[src/rtl/bus_monitor_pkg.sv]
// ============================================================================
//  Module   : bus_monitor_pkg
//  Purpose  : Shared state encoding and default parameters for the bus monitor
//  Revision : 1.0 - initial release
// ============================================================================
`default_nettype none

package bus_monitor_pkg;

    localparam int C_DEF_NUM_CH  = 4;
    localparam int C_DEF_ADDR_W  = 16;
    localparam int C_DEF_TIMEOUT = 1000;
    localparam int C_DEF_CNT_W   = 16;

    typedef enum logic [1:0] {
        IDLE  = 2'd0,
        WAIT  = 2'd1,
        ABORT = 2'd2
    } state_t;

endpackage

`default_nettype wire

[src/rtl/bus_monitor_ch.sv]
// ============================================================================
//  Module   : bus_monitor_ch
//  Purpose  : Single-channel strobe watchdog raising a one-cycle synthetic
//             error acknowledge when a strobe stalls past TIMEOUT cycles
//  Revision : 1.0 - initial release
// ============================================================================
`default_nettype none

module bus_monitor_ch
    import bus_monitor_pkg::*;
#(
    parameter int TIMEOUT = C_DEF_TIMEOUT,
    parameter int CNT_W   = C_DEF_CNT_W
) (
    input  logic clk,
    input  logic rst,
    input  logic i_cyc,
    input  logic i_stb,
    input  logic i_ack,
    output logic o_to_ack,
    output logic o_to_err,
    output logic o_timeout
);

    localparam logic [CNT_W-1:0] C_TIMEOUT = CNT_W'(TIMEOUT);

    state_t           r_state;
    logic [CNT_W-1:0] r_cnt;
    logic             r_to_ack;
    logic             w_stall;

    assign w_stall = i_cyc & i_stb & ~i_ack;

    // Combinational event so the top can capture the address on the abort edge
    assign o_timeout = (r_state == WAIT) && w_stall && (r_cnt == C_TIMEOUT);

    always_ff @(posedge clk) begin
        if (rst) begin
            r_state  <= IDLE;
            r_cnt    <= '0;
            r_to_ack <= 1'b0;
        end else begin
            r_to_ack <= o_timeout;
            case (r_state)
                IDLE: begin
                    if (w_stall) begin
                        r_state <= WAIT;
                        r_cnt   <= CNT_W'(1);
                    end
                end
                WAIT: begin
                    if (!w_stall) begin
                        r_state <= IDLE;
                        r_cnt   <= '0;
                    end else if (r_cnt == C_TIMEOUT) begin
                        r_state <= ABORT;
                        r_cnt   <= '0;
                    end else begin
                        r_cnt <= r_cnt + CNT_W'(1);
                    end
                end
                ABORT: begin
                    if (!i_stb) begin
                        r_state <= IDLE;
                    end
                end
                default: begin
                    r_state <= IDLE;
                    r_cnt   <= '0;
                end
            endcase
        end
    end

    assign o_to_ack = r_to_ack;
    assign o_to_err = r_to_ack;

endmodule

`default_nettype wire

[src/rtl/bus_monitor_multi.sv]
// ============================================================================
//  Module   : bus_monitor_multi
//  Purpose  : Multi-channel bus timeout monitor with lowest-index fault
//             capture and a saturating error counter
//  Revision : 1.0 - initial release
// ============================================================================
`default_nettype none

module bus_monitor_multi
    import bus_monitor_pkg::*;
#(
    parameter int NUM_CH  = C_DEF_NUM_CH,
    parameter int ADDR_W  = C_DEF_ADDR_W,
    parameter int TIMEOUT = C_DEF_TIMEOUT,
    parameter int CNT_W   = C_DEF_CNT_W
) (
    input  logic                     clk,
    input  logic                     reset,
    input  logic [NUM_CH-1:0]        bus_cyc,
    input  logic [NUM_CH-1:0]        bus_stb,
    input  logic [NUM_CH-1:0]        bus_ack,
    input  logic [NUM_CH*ADDR_W-1:0] bus_adr,
    output logic [NUM_CH-1:0]        to_ack,
    output logic [NUM_CH-1:0]        to_err,
    output logic                     fault_valid,
    output logic [3:0]               fault_ch,
    output logic [ADDR_W-1:0]        fault_adr,
    input  logic                     fault_clear,
    output logic [CNT_W-1:0]         err_count
);

    localparam int               C_SUM_W   = CNT_W + 5;
    localparam logic [CNT_W-1:0] C_CNT_MAX = {CNT_W{1'b1}};

    logic [NUM_CH-1:0]  w_timeout;
    logic               w_hit;
    logic [3:0]         w_sel;
    logic [ADDR_W-1:0]  w_adr;
    logic [C_SUM_W-1:0] w_sum;
    logic [CNT_W-1:0]   w_err_next;

    logic               r_fault_valid;
    logic [3:0]         r_fault_ch;
    logic [ADDR_W-1:0]  r_fault_adr;
    logic [CNT_W-1:0]   r_err_count;

    generate
        for (genvar gi = 0; gi < NUM_CH; gi++) begin : g_ch
            bus_monitor_ch #(
                .TIMEOUT (TIMEOUT),
                .CNT_W   (CNT_W)
            ) u_ch (
                .clk       (clk),
                .rst       (reset),
                .i_cyc     (bus_cyc[gi]),
                .i_stb     (bus_stb[gi]),
                .i_ack     (bus_ack[gi]),
                .o_to_ack  (to_ack[gi]),
                .o_to_err  (to_err[gi]),
                .o_timeout (w_timeout[gi])
            );
        end
    endgenerate

    // Scan high to low so the lowest timing-out channel is the last write
    always_comb begin
        w_hit = 1'b0;
        w_sel = '0;
        w_adr = '0;
        w_sum = C_SUM_W'(r_err_count);
        for (int i = NUM_CH - 1; i >= 0; i--) begin
            w_sum = w_sum + C_SUM_W'(w_timeout[i]);
            if (w_timeout[i]) begin
                w_hit = 1'b1;
                w_sel = 4'(i);
                w_adr = bus_adr[i*ADDR_W +: ADDR_W];
            end
        end
        w_err_next = (w_sum > C_SUM_W'(C_CNT_MAX)) ? C_CNT_MAX : w_sum[CNT_W-1:0];
    end

    always_ff @(posedge clk) begin
        if (reset) begin
            r_fault_valid <= 1'b0;
            r_fault_ch    <= '0;
            r_fault_adr   <= '0;
            r_err_count   <= '0;
        end else begin
            // A clear coinciding with a new timeout hands the slot to the new fault
            if (w_hit && (!r_fault_valid || fault_clear)) begin
                r_fault_valid <= 1'b1;
                r_fault_ch    <= w_sel;
                r_fault_adr   <= w_adr;
            end else if (fault_clear) begin
                r_fault_valid <= 1'b0;
            end
            r_err_count <= w_err_next;
        end
    end

    assign fault_valid = r_fault_valid;
    assign fault_ch    = r_fault_ch;
    assign fault_adr   = r_fault_adr;
    assign err_count   = r_err_count;

endmodule

`default_nettype wire

[config.mk]
export PLATFORM = sky130hd
export DESIGN_NAME = bus_monitor_multi
export DESIGN_NICKNAME = d
export VERILOG_FILES = /design/src/rtl/bus_monitor_pkg.sv /design/src/rtl/bus_monitor_ch.sv /design/src/rtl/bus_monitor_multi.sv
export SDC_FILE = /design/constraint.sdc
export NUM_CORES = 1
export LEC_CHECK = 0
export ABC_CLOCK_PERIOD_IN_PS = 4450
export CORE_ASPECT_RATIO = 1.1
export CORE_MARGIN = 2
export CORE_UTILIZATION = 25
export DETAILED_ROUTE_END_ITERATION = 16
export GPL_TIMING_DRIVEN = 0
export HOLD_SLACK_MARGIN = 0.08
export PLACE_DENSITY_LB_ADDON = 0.2
export SYNTH_ARGS = -nofsm -noshare
export SYNTH_HDL_FRONTEND = slang
export SYNTH_SLANG_ARGS = --single-unit
[constraint.sdc]
create_clock -name clk -period 4.45 [get_ports clk]
set_input_delay 0.445 -clock clk [delete_from_list [all_inputs] [get_ports clk]]
set_output_delay 0.445 -clock clk [all_outputs]
set_load 0.01 [all_outputs]
==> metrics.txt, run 1 <==
# TYPE chip_impl_metric gauge
chip_impl_info{name="worst_setup_path_start_kind",value="primary input"} 1
chip_impl_metric{name="die_width",unit="um"} 148
chip_impl_metric{name="worst_slew_pin_slew",unit="ns"} 1.06
chip_impl_metric{name="first_global_vias",unit=""} 5394
chip_impl_info{name="worst_hold_startpoint",value="fault_adr[7]"} 1
chip_impl_metric{name="globalRouteTotalUtil",unit=""} 0.157
chip_impl_metric{name="setup_viol_count_final",unit=""} 0
chip_impl_metric{name="die_h",unit="um"} 162
chip_impl_metric{name="fin_crit",unit="ns"} 4.18
chip_impl_metric{name="synth-edff-count",unit=""} 0
chip_impl_metric{name="number_of_library_cell_types_mapped_by_synthesis",unit=""} 65
chip_impl_metric{name="num_antenna_cells",unit=""} 0
chip_impl_metric{name="share_of_synthesized_area_occupied_by_flip_flops_and_latches",unit=""} 0.391
chip_impl_metric{name="clk_pin_slew",unit="ns"} 0.08
chip_impl_metric{name="max-clock-path-buffers",unit=""} 2
chip_impl_metric{name="vias",unit=""} 5531
chip_impl_metric{name="worstHoldPathCells",unit=""} 1
chip_impl_metric{name="cp.required",unit="ns"} 4.68
chip_impl_metric{name="power_per_cell_area",unit="mW/mm^2"} 255
chip_impl_info{name="slowest_stage",value="clkdlybuf4s50_1"} 1
chip_impl_metric{name="dpl.hpwl",unit="um"} 13900
chip_impl_metric{name="rows",unit=""} 57
chip_impl_metric{name="post_synthesis_cell_area",unit="sq mm"} 0.00569
chip_impl_metric{name="avgSynthCellArea",unit="sq um"} 8.37
chip_impl_info{name="endpoint_kind",value="register"} 1
chip_impl_metric{name="synth_seq_cells",unit=""} 111
chip_impl_metric{name="remaining_overflow_grt",unit=""} 0
chip_impl_metric{name="irDropWorstVdd",unit="mV"} 0.150
chip_impl_info{name="timing.critical_path.cells",value="clkdlybuf4s50_1, nor4bb_4, nand2_2, or2_2, clkbuf_1, buf_4, xnor2_1, ha_1, fa_1, fa_2, and3_1, and3_1, nand4_1, clkbuf_4, a21oi_1"} 1
chip_impl_metric{name="timing.critical_path.arrival",unit="ns"} 4.40
chip_impl_metric{name="ys_warnings",unit=""} 0
chip_impl_info{name="cts_tree",value="done"} 1
chip_impl_metric{name="clk_latency_worst_skew_pair",unit="ns"} 0.37
chip_impl_info{name="crit_path_frequent_cell",value="and3_1"} 1
chip_impl_metric{name="drt_pass1_iterations",unit=""} 5
chip_impl_metric{name="worst_path_largest_cell_delay",unit="ns"} 0.51
chip_impl_info{name="dominantRegCellSynth",value="dfxtp_1"} 1
chip_impl_metric{name="die-area",unit="sq mm"} 0.0240
chip_impl_metric{name="portBuffers",unit=""} 121
chip_impl_metric{name="fmaxAchievable",unit="MHz"} 239
chip_impl_info{name="grt_setup_unrepaired",value="no"} 1
chip_impl_metric{name="hold_viol_final",unit=""} 0
chip_impl_info{name="grt-busiest-layer",value="met2"} 1
chip_impl_metric{name="groute.layer.met1.usage",unit=""} 0.206
chip_impl_info{name="worst_hold_class",value="reg -> reg"} 1
chip_impl_metric{name="layout-area-overhead-vs-synth",unit="%"} 33.8
chip_impl_metric{name="grt_start_max_net_pins",unit=""} 20
chip_impl_metric{name="numCtsBuffers",unit=""} 9
chip_impl_metric{name="gp_weighted_congestion",unit=""} 0.863
chip_impl_metric{name="core_area",unit="sq mm"} 0.0223
chip_impl_info{name="worst_min_delay_path_endpoint",value="fault_adr[7]"} 1
chip_impl_metric{name="dp_slack",unit="ns"} -0.937
chip_impl_metric{name="max_slew_margin",unit=""} 0.288
chip_impl_metric{name="post-route-period-util",unit=""} 0.938
chip_impl_metric{name="timing.reg2reg.setup_slack",unit="ns"} 0.35
chip_impl_metric{name="grt_antenna_before_repair",unit=""} 0
chip_impl_metric{name="total_negative_setup_slack",unit="ns"} 0
chip_impl_metric{name="total_power",unit="uW"} 1940
chip_impl_metric{name="routed_wirelength",unit="um"} 18800
chip_impl_metric{name="finClkSkew",unit="ns"} 0.0126
chip_impl_metric{name="layout.nets",unit=""} 907
chip_impl_metric{name="ios",unit=""} 124
chip_impl_metric{name="hold_bufs_at_cts",unit=""} 0
chip_impl_metric{name="worstRegToRegCells",unit=""} 16
chip_impl_metric{name="cts_sinks",unit=""} 111
chip_impl_metric{name="maximum_level_of_the_cts_h_tree",unit=""} 3
chip_impl_metric{name="post-route-drc-count",unit=""} 0
chip_impl_metric{name="crit_fanout",unit=""} 10
chip_impl_metric{name="finalNonFillerCells",unit=""} 1116
chip_impl_metric{name="fin_ws",unit="ns"} 0.274
chip_impl_metric{name="grt_util_met2",unit=""} 0.259
chip_impl_metric{name="drv_slew",unit=""} 0
chip_impl_info{name="cts-root-buf",value="clkbuf_16"} 1
chip_impl_info{name="timing.rr.end",value="err_count[10]"} 1
chip_impl_metric{name="ant_nets",unit=""} 0
chip_impl_metric{name="initial_util",unit=""} 0.256
chip_impl_metric{name="first_pass_grt_wire_length",unit="um"} 29500
chip_impl_metric{name="synthesis.instances",unit=""} 680
chip_impl_metric{name="cellLeakagePower",unit="uW"} 0.00259
chip_impl_metric{name="grt.met3_usage",unit=""} 0.0362
chip_impl_metric{name="dpl.cell_count",unit=""} 1097
chip_impl_metric{name="maxCapViolCount",unit=""} 0
chip_impl_metric{name="async_set_reset_flop_share_out_of_synthesis",unit=""} 0
chip_impl_metric{name="detail_route.wl_per_cell",unit="um"} 16.8
chip_impl_info{name="critical_path_class",value="in -> reg"} 1
chip_impl_info{name="worstReg2RegStart",value="g_ch[0].u_ch.r_cnt[0]"} 1
chip_impl_metric{name="routed_via_density",unit=""} 4.96
chip_impl_info{name="status",value="completed"} 1
chip_impl_metric{name="drt_first_iter_violations",unit=""} 338
chip_impl_metric{name="final_layout_size_suffix_gt1_frac",unit=""} 0.0731
report_power, final:
part	internal, uW	switching [uW]	leakage [uW]	total, uW
Combinational	77.5	57.7	0.00156	135
Clock	390	417	0.000135	808
Sequential	995	3.77	0.000894	999
Total	1460	479	0.00259	1940
state kept, by name, indices dropped and copies added, names as in the netlist:
signal and count:
err_count 16, g_ch.u_ch.o_to_ack 4, g_ch.u_ch.r_state 8, fault_adr 16, fault_valid 1, fault_ch 2
g_ch.u_ch.r_cnt 64
cell usage in the layout (no fill, tap or decap), drive strengths merged, types with 4 or more instances in the layout:
| cell | Yosys | layout |
|---|---|---|
| a211oi | 6 | 6 |
| a21o | 10 | 10 |
| a21oi | 46 | 46 |
| a22oi | 4 | 4 |
| a311oi | 8 | 8 |
| a31oi | 15 | 15 |
| and2 | 4 | 4 |
| and3 | 13 | 13 |
| and4 | 5 | 5 |
| buf | 22 | 26 |
| clkbuf | 24 | 33 |
| clkdlybuf4s50 | 0 | 121 |
| clkinv | 1 | 4 |
| dfxtp | 111 | 111 |
| ha | 10 | 10 |
| inv | 16 | 18 |
| nand2 | 39 | 39 |
| nand2b | 8 | 8 |
| nand3 | 49 | 49 |
| nand3b | 10 | 10 |
| nand4 | 30 | 30 |
| nor2 | 76 | 76 |
| nor3 | 16 | 16 |
| nor3b | 4 | 4 |
| nor4b | 5 | 5 |
| nor4bb | 4 | 4 |
| o211ai | 14 | 14 |
| o21ai | 30 | 30 |
| or2 | 6 | 6 |
| or3 | 9 | 9 |
| xnor2 | 14 | 14 |
| xor2 | 34 | 34 |
layer usage:
metal | wire [um] | part of all wire
met3 | 992 | 0.053
met2 | 8710 | 0.46
met4 | 304 | 0.016
met5 | 0 | 0
met1 | 8750 | 0.47
stage by stage:
| stage | cell area, sq um | hold slack [ns] | util |
|---|---|---|---|
| 2_1_floorplan | 5690 | 0.448 | - |
| 3_3_place_gp | 7270 | 0.433 | 0.327 |
| 3_5_place_dp | 7270 | 0.438 | 0.327 |
| 4_1_cts | 7590 | 0.456 | 0.341 |
| 5_1_grt | 7610 | 0.476 | 0.342 |
| 6_report | 7610 | 0.454 | 0.342 |
worst max-delay path, delay by kind of cell:
family,cells,cell delay [ns]
xor+xnor,1,0.14
buf+inv,4,1.21
compound gates,1,0.08
simple gates,6,1.43
fa+ha+maj,3,1.10
layout make-up:
class	instances	area, sq um
inverter	17	65.1
clock buffer	10	229
buffer	46	249
tap	295	369
sequential	111	2220
clock inverter	6	53.8
multi-input combinational	507	3190
fill	2390	14600
timing repair buffer	124	1230
synthesized netlist by cell type, types with 4 or more instances:
cell type	n	area share
a21oi_1	45	0.040
a21o_1	10	0.013
buf_1	4	0.0026
xnor2_1	14	0.022
nor2_1	76	0.050
nand4_1	30	0.033
buf_2	4	0.0035
inv_1	16	0.011
o21ai_1	6	0.0053
buf_4	12	0.016
dfxtp_1	111	0.39
and3_1	13	0.014
xor2_1	34	0.052
or2_2	5	0.0055
or3_1	9	0.0099
a211oi_1	6	0.0079
o211ai_1	14	0.018
and4_1	5	0.0077
nand3_1	48	0.042
nand2b_1	8	0.0088
nand2_1	39	0.026
clkbuf_1	24	0.016
ha_1	10	0.022
nor3b_1	4	0.0053
a311oi_1	8	0.012
nand3b_1	10	0.013
o21ai_0	24	0.021
nor4bb_1	4	0.0070
a31oi_1	15	0.016
a22oi_1	4	0.0053
nor4b_1	5	0.0077
nor3_1	16	0.014
how the worst max path moves through the flow:
| stage | startpoint | to | slack [ns] | cells past startpoint |
|---|---|---|---|---|
| floorplan | g_ch[0].u_ch.r_cnt[0] | err_count[10] | 0.46 | 16 |
| global placement | bus_stb[0] | err_count[8] | -0.91 | 15 |
| detailed placement | bus_stb[0] | err_count[10] | -0.94 | 15 |
| CTS | bus_stb[0] | err_count[10] | 0.07 | 15 |
| global route | g_ch[0].u_ch.r_cnt[0] | err_count[4] | 0.08 | 16 |
| finish | bus_stb[0] | err_count[10] | 0.27 | 15 |
logic make-up after synthesis:
logic type               share of synthesized area
AND/OR/NAND/NOR                              0.283
AO/OA/AOI/OAI                                0.168
flip-flops                                   0.391
buffers and inverters                       0.0539
XOR/XNOR                                    0.0739
adder cells (fa/ha/maj)                     0.0290
other                                     0.000659
multiplexers                               0.00198
what timing repair did:
item,4_1_cts,5_1_grt
pin swaps,1,1
buffers inserted,1,2
endpoints found under the setup margin,16,10
resized for setup,7,3
Power figures use the tool's default switching activity.
==> inputs of run 2 (changes only) <==
RECOVER_POWER = 100   (was not set)
==> run 2 against run 1 <==
  * Die area unchanged
  * Global-route usage unchanged
  * Count of clock-buffer cells in the layout unchanged
  * Setup slack worse by 0.012 ns
  * Largest cell class unchanged
  * Worst hold slack worse by 0.0087 ns
  * Wire length down 0.37%
  * Sequential power about the same
  * Sequential cell count unchanged
  * Clock power down 0.7%
  * Utilization down 0.084 points
  * Maximum frequency down 0.30%
  * Combinational power about the same
==> metrics.txt, run 2 (same netlist as run 1, synthesis figures left out) <==
# TYPE chip_impl_metric gauge
chip_impl_info{name="status",value="completed"} 1
chip_impl_metric{name="final_layout_size_suffix_gt1_frac",unit=""} 0.0609
chip_impl_metric{name="clk_pin_slew",unit="ns"} 0.08
chip_impl_metric{name="vias",unit=""} 5506
chip_impl_metric{name="max-clock-path-buffers",unit=""} 2
chip_impl_info{name="final_cell_mix",value="111 x dfxtp_1, 76 x nor2_1, 75 x clkdlybuf4s50_1, 48 x nand3_1, 46 x dlygate4sd3_1"} 1
chip_impl_metric{name="max_reg_flops",unit=""} 64
chip_impl_metric{name="post-route-drc-count",unit=""} 0
chip_impl_metric{name="timing.critical_path.arrival",unit="ns"} 4.42
chip_impl_metric{name="drt_pass1_iterations",unit=""} 7
chip_impl_metric{name="timing.reg2reg.setup_slack",unit="ns"} 0.33
chip_impl_info{name="timing.critical_path.cells",value="dlygate4sd3_1, and4bb_1, and2_0, clkbuf_1, nand2_1, inv_1, ha_1, fa_1, fa_2, and3_1, and3_1, nand4_1, clkbuf_4, a21oi_1"} 1
chip_impl_info{name="worst_setup_path_start_kind",value="primary input"} 1
chip_impl_metric{name="fmaxAchievable",unit="MHz"} 239
chip_impl_metric{name="portBuffers",unit=""} 121
chip_impl_metric{name="power_per_cell_area",unit="mW/mm^2"} 255
chip_impl_metric{name="hold_bufs_at_cts",unit=""} 0
chip_impl_metric{name="layout.area.seq",unit="sq mm"} 0.00222
chip_impl_metric{name="maximum_level_of_the_cts_h_tree",unit=""} 3
chip_impl_metric{name="finClkSkew",unit="ns"} 0.0151
chip_impl_metric{name="clk_latency_worst_skew_pair",unit="ns"} 0.37
chip_impl_metric{name="rows",unit=""} 57
chip_impl_metric{name="internal_power_component",unit="uW"} 1460
chip_impl_metric{name="globalRouteTotalUtil",unit=""} 0.157
chip_impl_metric{name="worst_path_largest_cell_delay",unit="ns"} 0.54
chip_impl_metric{name="cp.required",unit="ns"} 4.68
chip_impl_info{name="grt_setup_unrepaired",value="no"} 1
chip_impl_metric{name="fin_crit",unit="ns"} 4.19
chip_impl_info{name="timing.rr.end",value="err_count[10]"} 1
chip_impl_info{name="slowest_stage",value="dlygate4sd3_1"} 1
chip_impl_metric{name="drv_slew",unit=""} 0
chip_impl_info{name="worst_hold_startpoint",value="fault_adr[7]"} 1
chip_impl_metric{name="routed_wirelength",unit="um"} 18700
chip_impl_info{name="critical_path_class",value="in -> reg"} 1
chip_impl_metric{name="multi_input_area",unit="sq mm"} 0.00318
chip_impl_metric{name="netSwitchingPower",unit="uW"} 473
chip_impl_metric{name="irDropWorstVdd",unit="mV"} 0.150
chip_impl_metric{name="ios",unit=""} 124
chip_impl_metric{name="worstHoldPathCells",unit=""} 1
chip_impl_info{name="crit_path_start",value="bus_cyc[2]"} 1
chip_impl_metric{name="maxCapViolCount",unit=""} 0
chip_impl_metric{name="crit_fanout",unit=""} 10
chip_impl_metric{name="cellLeakagePower",unit="uW"} 0.00273
chip_impl_metric{name="power.share.combinational",unit=""} 0.069
chip_impl_metric{name="cts_sinks",unit=""} 111
chip_impl_metric{name="routed_via_density",unit=""} 4.93
chip_impl_metric{name="power.switching_fraction",unit=""} 0.244
chip_impl_info{name="endpoint_kind",value="register"} 1
chip_impl_metric{name="max_slew_margin",unit=""} 0.284
chip_impl_metric{name="ant_nets",unit=""} 0
chip_impl_metric{name="die_h",unit="um"} 162
chip_impl_metric{name="die_width",unit="um"} 148
chip_impl_metric{name="layout.nets",unit=""} 907
chip_impl_metric{name="worstRegToRegCells",unit=""} 16
chip_impl_metric{name="die-area",unit="sq mm"} 0.0240
chip_impl_metric{name="detail_route.wl_per_cell",unit="um"} 16.7
chip_impl_metric{name="hold_viol_final",unit=""} 0
chip_impl_metric{name="dp_slack",unit="ns"} -0.937
chip_impl_info{name="worstReg2RegStart",value="g_ch[0].u_ch.r_cnt[0]"} 1
chip_impl_metric{name="drt_first_iter_violations",unit=""} 336
chip_impl_metric{name="clock_power_share",unit=""} 0.415
chip_impl_metric{name="setup_viol_count_final",unit=""} 0
chip_impl_metric{name="placement.cell_area",unit="sq mm"} 0.00727
chip_impl_metric{name="initial_util",unit=""} 0.256
chip_impl_metric{name="first_global_vias",unit=""} 5394
chip_impl_metric{name="fin_ws",unit="ns"} 0.262
chip_impl_metric{name="final_core_utilization",unit=""} 0.341
chip_impl_metric{name="post-route-period-util",unit=""} 0.941
chip_impl_info{name="worst_min_delay_path_endpoint",value="fault_adr[7]"} 1
chip_impl_metric{name="critPathBufInv",unit=""} 4
chip_impl_metric{name="layout-area-overhead-vs-synth",unit="%"} 33.5
chip_impl_metric{name="dpl.hpwl",unit="um"} 13900
chip_impl_info{name="worst_path_top_cell_family_by_delay",value="buffers and inverters"} 1
chip_impl_metric{name="gp_weighted_congestion",unit=""} 0.863
chip_impl_metric{name="worst_slew_pin_slew",unit="ns"} 1.06
chip_impl_metric{name="seq_power_share",unit=""} 0.516
chip_impl_info{name="crit_path_frequent_cell",value="and3_1"} 1
chip_impl_metric{name="final_cell_area",unit="sq mm"} 0.00759
chip_impl_metric{name="hold_ws",unit="ns"} 0.445
chip_impl_metric{name="grt_antenna_before_repair",unit=""} 0
chip_impl_info{name="most_common_cell_after_layout_fill_and_taps_aside",value="dfxtp_1"} 1
chip_impl_metric{name="core_area",unit="sq mm"} 0.0223
chip_impl_metric{name="numCtsBuffers",unit=""} 9
chip_impl_info{name="cts_tree",value="done"} 1
chip_impl_info{name="worst_hold_class",value="reg -> reg"} 1
chip_impl_info{name="cts-root-buf",value="clkbuf_16"} 1
chip_impl_metric{name="first_pass_grt_wire_length",unit="um"} 29500
chip_impl_metric{name="remaining_overflow_grt",unit=""} 0
chip_impl_metric{name="grt_start_max_net_pins",unit=""} 20
chip_impl_info{name="largest_register",value="g_ch.u_ch.r_cnt"} 1
chip_impl_metric{name="fill_cells",unit=""} 2390
-- run 2: cell count changes in the layout (fill, tap and decap cells not counted), sizes merged --
| cell | previous run | this run |
|---|---|---|
| dlygate4sd3 | 0 | 46 |
| buf | 26 | 17 |
| clkbuf | 33 | 42 |
| clkdlybuf4s50 | 121 | 75 |
| diode | 0 | 1 |
-- run 2: worst reg2reg max path, cell delays in order (launching register included) --
cell and delay [ns]:
dfxtp_1 0.35, inv_1 0.08, ha_1 0.15, nor4bb_1 0.30
nand4_1 0.21, or2_2 0.31, clkbuf_1 0.20, buf_4 0.25
xnor2_1 0.14, ha_1 0.29, fa_1 0.41, fa_2 0.40
and3_1 0.21, and3_1 0.21, nand4_1 0.16, clkbuf_4 0.25
a21oi_1 0.08
-- run 2: layout make-up --
class	instances	area share
clock buffer	10	0.0301
antenna	1	0.000329
sequential	111	0.293
clock inverter	6	0.00708
inverter	17	0.00857
tap	295	0.0486
buffer	46	0.0318
timing repair buffer	124	0.162
multi-input combinational	507	0.419
-- run 2: worst max-delay path by stage --
stage	to	depth (start not counted)
CTS	err_count[10]	15
detailed placement	err_count[10]	15
global placement	err_count[8]	15
finish	err_count[10]	14
floorplan	err_count[10]	16
global route	err_count[4]	16
-- run 2: routing by layer --
metal | global-route usage | routed length, um | up-vias
met1 | 0.206 | 8620 | 2602
met4 | 0.0433 | 263 | 0
met5 | 0 | 0 | -
met3 | 0.0362 | 1050 | 22
li1 | - | - | 2735
met2 | 0.259 | 8760 | 147
-- run 2: stage by stage --
step	std cells	TNS, ns	power [uW]
global placement	1097	-11.78	1160
floorplan	681	0	1060
global route	1116	0	2020
CTS	1114	0	1970
detailed placement	1097	-12.18	1160
finish	1117	0	1930
-- run 2: power by group through the flow --
stage | clock, uW | sequential, uW | combinational [uW]
2_1_floorplan | 0 | 1020 | 42.5
3_3_place_gp | 0 | 1020 | 134
3_5_place_dp | 0 | 1020 | 134
4_1_cts | 834 | 999 | 136
5_1_grt | 874 | 1000 | 145
6_report | 802 | 999 | 134
-- run 2: repair_timing --
item | in CTS | in global routing
resized for setup | 7 | 3
pin swaps | 1 | 1
cloned | 0 | 0
setup buffers | 1 | 2
hold endpoints to repair | 0 | 0
endpoints found under the setup margin | 16 | 10
